## src/rtl/alu_seq.sv

```systemverilog
// alu_seq: sequential ALU execution unit with valid/ready handshakes on
// both sides. Single-cycle arithmetic/branch ops, and bit-serial logical
// shifts that move one bit per clock.
module alu_seq #(
  parameter int WIDTH = 8,
  parameter int SHW   = 3
) (
  input  logic             clk,
  input  logic             rst_n,
  input  logic             in_valid,
  output logic             in_ready,
  input  logic [3:0]       alu_inst,
  input  logic [WIDTH-1:0] op_a,
  input  logic [WIDTH-1:0] op_b,
  output logic             out_valid,
  input  logic             out_ready,
  output logic [WIDTH-1:0] result,
  output logic             carry,
  output logic             branch_taken,
  output logic             illegal
);

  localparam logic [1:0] IDLE  = 2'd0;
  localparam logic [1:0] SHIFT = 2'd1;
  localparam logic [1:0] DONE  = 2'd2;

  localparam logic [3:0] OP_ADD = 4'b0000;
  localparam logic [3:0] OP_SUB = 4'b0001;
  localparam logic [3:0] OP_SFL = 4'b0010;
  localparam logic [3:0] OP_SFR = 4'b0011;
  localparam logic [3:0] OP_INC = 4'b0100;
  localparam logic [3:0] OP_DEC = 4'b0101;
  localparam logic [3:0] OP_BNE = 4'b0110;
  localparam logic [3:0] OP_BEQ = 4'b0111;
  localparam logic [3:0] OP_BLT = 4'b1000;

  logic [1:0]       state;
  logic [SHW-1:0]   cnt;
  logic             shift_left;

  logic [WIDTH-1:0] nxt_result;
  logic             nxt_carry;
  logic             nxt_branch;
  logic             nxt_illegal;
  logic [WIDTH-1:0] diff;
  logic [WIDTH:0]   wide_sum;
  logic [SHW-1:0]   shamt;
  logic             is_shift;

  assign in_ready = (state == IDLE);
  assign shamt    = op_b[SHW-1:0];
  assign is_shift = (alu_inst == OP_SFL) || (alu_inst == OP_SFR);
  assign diff     = op_a - op_b;

  // Single-cycle result, flags and illegal decode for the offered command
  always_comb begin
    nxt_result  = '0;
    nxt_carry   = 1'b0;
    nxt_branch  = 1'b0;
    nxt_illegal = 1'b0;
    wide_sum    = '0;
    case (alu_inst)
      OP_ADD: begin
        wide_sum   = {1'b0, op_a} + {1'b0, op_b};
        nxt_result = wide_sum[WIDTH-1:0];
        nxt_carry  = wide_sum[WIDTH];
      end
      OP_SUB: begin
        nxt_result = diff;
        nxt_carry  = (op_a < op_b);
      end
      // Only reached as a result for shift-by-0; non-zero shifts run serially
      OP_SFL, OP_SFR: nxt_result = op_a;
      OP_INC: begin
        wide_sum   = {1'b0, op_a} + {{WIDTH{1'b0}}, 1'b1};
        nxt_result = wide_sum[WIDTH-1:0];
        nxt_carry  = wide_sum[WIDTH];
      end
      OP_DEC: begin
        nxt_result = op_a - {{(WIDTH-1){1'b0}}, 1'b1};
        nxt_carry  = (op_a == '0);
      end
      OP_BNE: begin
        nxt_result = diff;
        nxt_branch = (op_a != op_b);
      end
      OP_BEQ: begin
        nxt_result = diff;
        nxt_branch = (op_a == op_b);
      end
      OP_BLT: begin
        nxt_result = diff;
        nxt_branch = ($signed(op_a) < $signed(op_b));
      end
      default: nxt_illegal = 1'b1;
    endcase
  end

  // Control FSM; result doubles as the shift working register
  always_ff @(posedge clk or negedge rst_n) begin
    if (!rst_n) begin
      state        <= IDLE;
      cnt          <= '0;
      shift_left   <= 1'b0;
      result       <= '0;
      carry        <= 1'b0;
      branch_taken <= 1'b0;
      illegal      <= 1'b0;
      out_valid    <= 1'b0;
    end else begin
      case (state)
        IDLE: begin
          if (in_valid) begin
            branch_taken <= nxt_branch;
            illegal      <= nxt_illegal;
            if (is_shift && (shamt != '0)) begin
              state      <= SHIFT;
              result     <= op_a;
              carry      <= 1'b0;
              cnt        <= shamt;
              shift_left <= (alu_inst == OP_SFL);
            end else begin
              state     <= DONE;
              result    <= nxt_result;
              carry     <= nxt_carry;
              out_valid <= 1'b1;
            end
          end
        end
        SHIFT: begin
          if (shift_left) begin
            {carry, result} <= {result, 1'b0};
          end else begin
            {result, carry} <= {1'b0, result};
          end
          cnt <= cnt - 1'b1;
          if (cnt == SHW'(1)) begin
            state     <= DONE;
            out_valid <= 1'b1;
          end
        end
        DONE: begin
          if (out_ready) begin
            state     <= IDLE;
            out_valid <= 1'b0;
          end
        end
        default: state <= IDLE;
      endcase
    end
  end

endmodule
```

## config.mk

```make
export PLATFORM = sky130hd
export DESIGN_NAME = alu_seq
export DESIGN_NICKNAME = d
export VERILOG_FILES = /design/src/rtl/alu_seq.sv
export SDC_FILE = /design/constraint.sdc
export NUM_CORES = 1
export LEC_CHECK = 0
export ABC_AREA = 1
export BUFFER_PORTS_ARGS = -buffer_cell sky130_fd_sc_hd__buf_2
export CAP_MARGIN = 20
export CORE_MARGIN = 3
export CORE_UTILIZATION = 30
export CTS_CLUSTER_SIZE = 25
export DETAILED_ROUTE_END_ITERATION = 8
export GPL_TIMING_DRIVEN = 0
export PLACE_DENSITY = 0.47
export SLEW_MARGIN = 5
export SYNTH_ARGS = -nofsm -noshare
export SYNTH_HDL_FRONTEND = slang
export SYNTH_SLANG_ARGS = --single-unit
```

## constraint.sdc

```tcl
create_clock -name clk -period 1.35 [get_ports clk]
set_input_delay 0.405 -clock clk [delete_from_list [all_inputs] [get_ports clk]]
set_output_delay 0.405 -clock clk [all_outputs]
set_load 0.01 [all_outputs]
```

; Word level (Yosys, flattened, before mapping)
; Index checks and enable logic that the tools add are counted.
[word_totals]
word_cells = 75
romBits = 0
inputBits = 24
ram_bits = 0
ff_bits = 18
latchBits = 0
output_inout_bits = 13
memories = 0
[classes]
multipliers = 0
magnitude_cmp = 2
n_addsub = 5
shift = 0
reduce_logical = 17
muxes = 25
n_eq_ne = 18
n_div = 0
n_bitwise = 0
[op_table]
columns = cell, n
row1 = $pmux W8 S5, 1
row2 = $mux W8, 3
row3 = $eq A4 B3 Y1 const B, 4
row4 = $lt A8 B8 Y1, 2
row5 = $pmux W8 S2, 1
row6 = $add A8 B1 Y9 const B, 1
row7 = $add A8 B8 Y9, 1
row8 = $reduce_and A3 Y1, 3
row9 = $reduce_or A9 Y1, 1
row10 = $eq A4 B2 Y1 const B, 2
row11 = $eq A8 B8 Y1, 1
row12 = $logic_not A8 Y1, 1
row13 = $mux W1, 8
row14 = $mux W2, 4
row15 = $ne A2 B2 Y1 const B, 4
row16 = $ne A8 B8 Y1, 1
row17 = $sub A8 B1 Y8 const B, 1
row18 = $sub A8 B8 Y8, 1
row19 = $mux W3, 2
row20 = $pmux W1 S3, 2
row21 = $pmux W2 S3, 1
row22 = $pmux W3 S2, 1
row23 = $reduce_bool A3 Y1, 2
row24 = $reduce_and A5 Y1, 1
row25 = 17 further kinds, 18

; Longest topological paths before layout
[depth]
word_depth = 6
ltp_mapped = 14

; Least setup slack after synthesis
; OpenSTA, ideal clock, no wires.
[synth_timing]
path_kind = input port to flip-flop
from = in op_a[0]
to = reg branch_taken
t_required_ps = 1285
stages = 13
setup_slack_ps = -443
arrival_ps = 1728
setup_ps = 65
cell_sequence = inv_1 ha_1 fa_1 inv_1 nand2_1 nand2_1 nand2_1 nand2_1 xor2_1 nand2_1 nand2_1 nand2_1 nand2_1
[synth_via]
elab_chain_cells = 2
[synth_rtl]
columns = item, line
row1 = start: declaration, 13  ; input logic [WIDTH-1:0] op_a,
row2 = "$lt A8 B8 Y1, or another cell as far along", 93  ; nxt_branch = ($signed(op_a) < $signed(op_b));
row3 = $pmux W1 S3 *, 62  ; case (alu_inst)
row4 = end signal: assignment, 114  ; branch_taken <= nxt_branch;
row5 = end: declaration, 19  ; output logic branch_taken,
; Every way passes the cells marked *; elsewhere a longest branch is shown, timed or not.
; A chain may end at the register's enable or synchronous reset.

; Worst setup path after layout
[layout_timing]
from = in op_a[7]
to = reg branch_taken
; Same word-level chain as after synthesis.

==> flow_summary.yaml <==
status:
  status: "finished with violations"
  violations: "setup timing"
setup_path:
  startpoint: "op_a[7]"
  crit_arrival_ns: 1.87
  crit_path_top_delay_cell: "ha_4"
  critPathBufInv: 3
  end_kind: "flip-flop"
  r2r-start: "state[0]"
  critPathTopFamily: "simple AND/OR/NAND/NOR gates"
  crit_end: "branch_taken"
  crit_path_frequent_cell: "nand2_1"
  r2r-end: "result[6]"
  worstPathRequired_ns: 1.55
  path_cells: "buf_4, ha_4, buf_6, inv_2, nor3_4, nand2_2, nand2_2, xor2_2, nand2_1, nand2_1, nand2_1, nand2_1"
  cp_num_cells: 12
  cp-start-kind: "input port"
  r2r_cells: 7
  slowest_delay_ns: 0.26
  rrSetupSlack_ns: -0.18
  cp_max_fo: 8
  setup.worst_path.class: "in2reg"
layout:
  drive_gt1_frac: 0.376
  final_cell_mix: "nand2_1 (92), inv_1 (44), nand3_1 (39)"
  final_common_cell: "nand2_1"
  antenna_cells: 0
  syn_to_final_growth_pct: 41.3
  final_nets: 528
die:
  start_util: 0.312
  die_area_um2: 9740
  core-area_um2: 8260
  row_count: 33
  die_height_um: 98.7
  die_w_um: 98.7
  pin_count: 37
grt:
  grt_usage: 0.165
  antenna_found_initial: 0
  grt_start_max_net_pins: 19
  first_global_vias: 2633
  grt_pass1_wl_um: 13200
  gr-total-overflow: 0
route:
  drt-pass1-iter-count: 4
  vias: 2856
  routedWlPerCell_um: 14.2
  postRouteWirelength_um: 8310
  initialDrtViolationCount: 163
  routed_via_density: 4.89
  drt_drc_violations_left: 0
  ant_nets: 0
synthesis:
  syn_area_per_cell_um2: 6.15
  synth.distinct_cells: 40
  synth-edff-count: 0
  ys_ff_latch: 18
  synth_ff_type: "dfrtp_1"
  synthCells: 419
  synthDominantCellAreaShare: 0.175
  synth_area_um2: 2580
  yosys_warnings: 0
  synth_area_leaders: "dfrtp_1 (17%), nand2_1 (16%), ha_1 (11%)"
  synth_seq_area_share: 0.175
  async_reset_ff_frac: 1.00
  synth_nets: 467
  synth_top_area_cell: "dfrtp_1"
cts:
  worstSkewPairLatency_ns: 0.26
  path_clk_slew_ns: 0.07
  cts_buffers: 3
  clock-sinks: 18
  cts_max_level: 1
  cts-root-buf: "clkbuf_8"
  tritoncts: "done"
  hold_buffers: 0
  clock_path_buffers: 2
timing:
  relSlewSlack: 0.717
  skew_ns: 0.00278
  clock.fmax_mhz: 600
  tightest_slew_ns: 0.424
  finalHoldViolations: 0
  min_period_ns: 1.67
  setup_viol: 10
  slew_violations: 0
  period_share: 1.23
  rsz0062_at_grt: "true"
  fin_ws_ns: -0.317
worst_hold_path:
  hold_class: "in2async"
flow_run:
  max_cap_violations: 0
power:
  finalPower_mw: 4.33
  vdd_ir_drop_max_uv: 571
  power.density_nw_per_um2: 1190
  static-leakage-power_nw: 1.75
placement:
  pre_cts_slack_ns: -0.979
  gp_congestion: 0.819
  io_buffer_count: 36
  dp_hpwl_um: 6490
-- cells by family after synthesis --
logic type	after synthesis	share of synthesized area
compound gates	61	0.137
simple gates	229	0.428
xor+xnor	2	0.00680
buf+inv	85	0.131
fa+ha+maj	24	0.122
flops	18	0.175
-- power breakdown --
group	internal, mW	switching (mW)
logic	1.22	1.67
clock network	0.260	0.199
registers	0.812	0.165
-- cell usage after synthesis (3+ instances only) --
cell type / n
o21ai_0: 22
nand3_1: 48
nor3_1: 4
or2_1: 3
nor2_1: 24
a211oi_1: 5
inv_2: 18
nand4_1: 8
nand2_1: 111
nor2_4: 6
ha_1: 22
nand3b_1: 5
buf_2: 6
inv_1: 59
nor2_2: 8
a21boi_1: 3
dfrtp_1: 18
o21ai_1: 4
a21oi_1: 18
-- sequential cells by signal, indices dropped and copies added, names as in the netlist --
name	count
shift_left	1
cnt	3
illegal	1
state	2
carry	1
branch_taken	1
out_valid	1
result	8
-- how the worst min path moves through the flow --
stage	startpoint	endpoint	slack, ns
floorplan	rst_n	branch_taken	0.11
global placement	rst_n	state[0]	0.37
detailed placement	rst_n	out_valid	0.37
CTS	rst_n	out_valid	0.09
global route	rst_n	state[0]	0.11
finish	rst_n	out_valid	0.07
-- cell type report --
| cell class | instances | area (um^2) |
|---|---|---|
| fill | 911 | 4620 |
| multi-input combinational | 316 | 2130 |
| timing repair buffer | 57 | 484 |
| sequential | 18 | 450 |
| inverter | 77 | 327 |
| tap | 105 | 131 |
| buffer | 7 | 66.3 |
| clock buffer | 4 | 55.1 |
-- through the flow --
step	hold slack, ns	utilization	TNS [ns]	instance area, um^2	instances
floorplan	0.109	-	-1.63	2730	419
global placement	0.371	0.368	-8.08	3040	560
detailed placement	0.374	0.368	-8.22	3040	560
CTS	0.0909	0.409	-2.43	3380	577
global route	0.109	0.441	-2.93	3640	584
finish	0.0716	0.441	-1.94	3640	584
-- per-layer routing --
layer / up-vias / GRT usage / share of wire
met4: 0 / 0.0168 / 0.0042
li1: 1474 / - / -
met5: - / 0 / 0
met2: 45 / 0.272 / 0.47
met1: 1333 / 0.238 / 0.49
met3: 4 / 0.0226 / 0.034
-- what timing repair did --
item / CTS / global route
pin swaps: 27 / 41
setup endpoints to repair: 16 / 17
hold endpoints to repair: 0 / 0
gates resized for setup: 47 / 72
buffers inserted: 13 / 8
(Power assumes the default switching activity.)
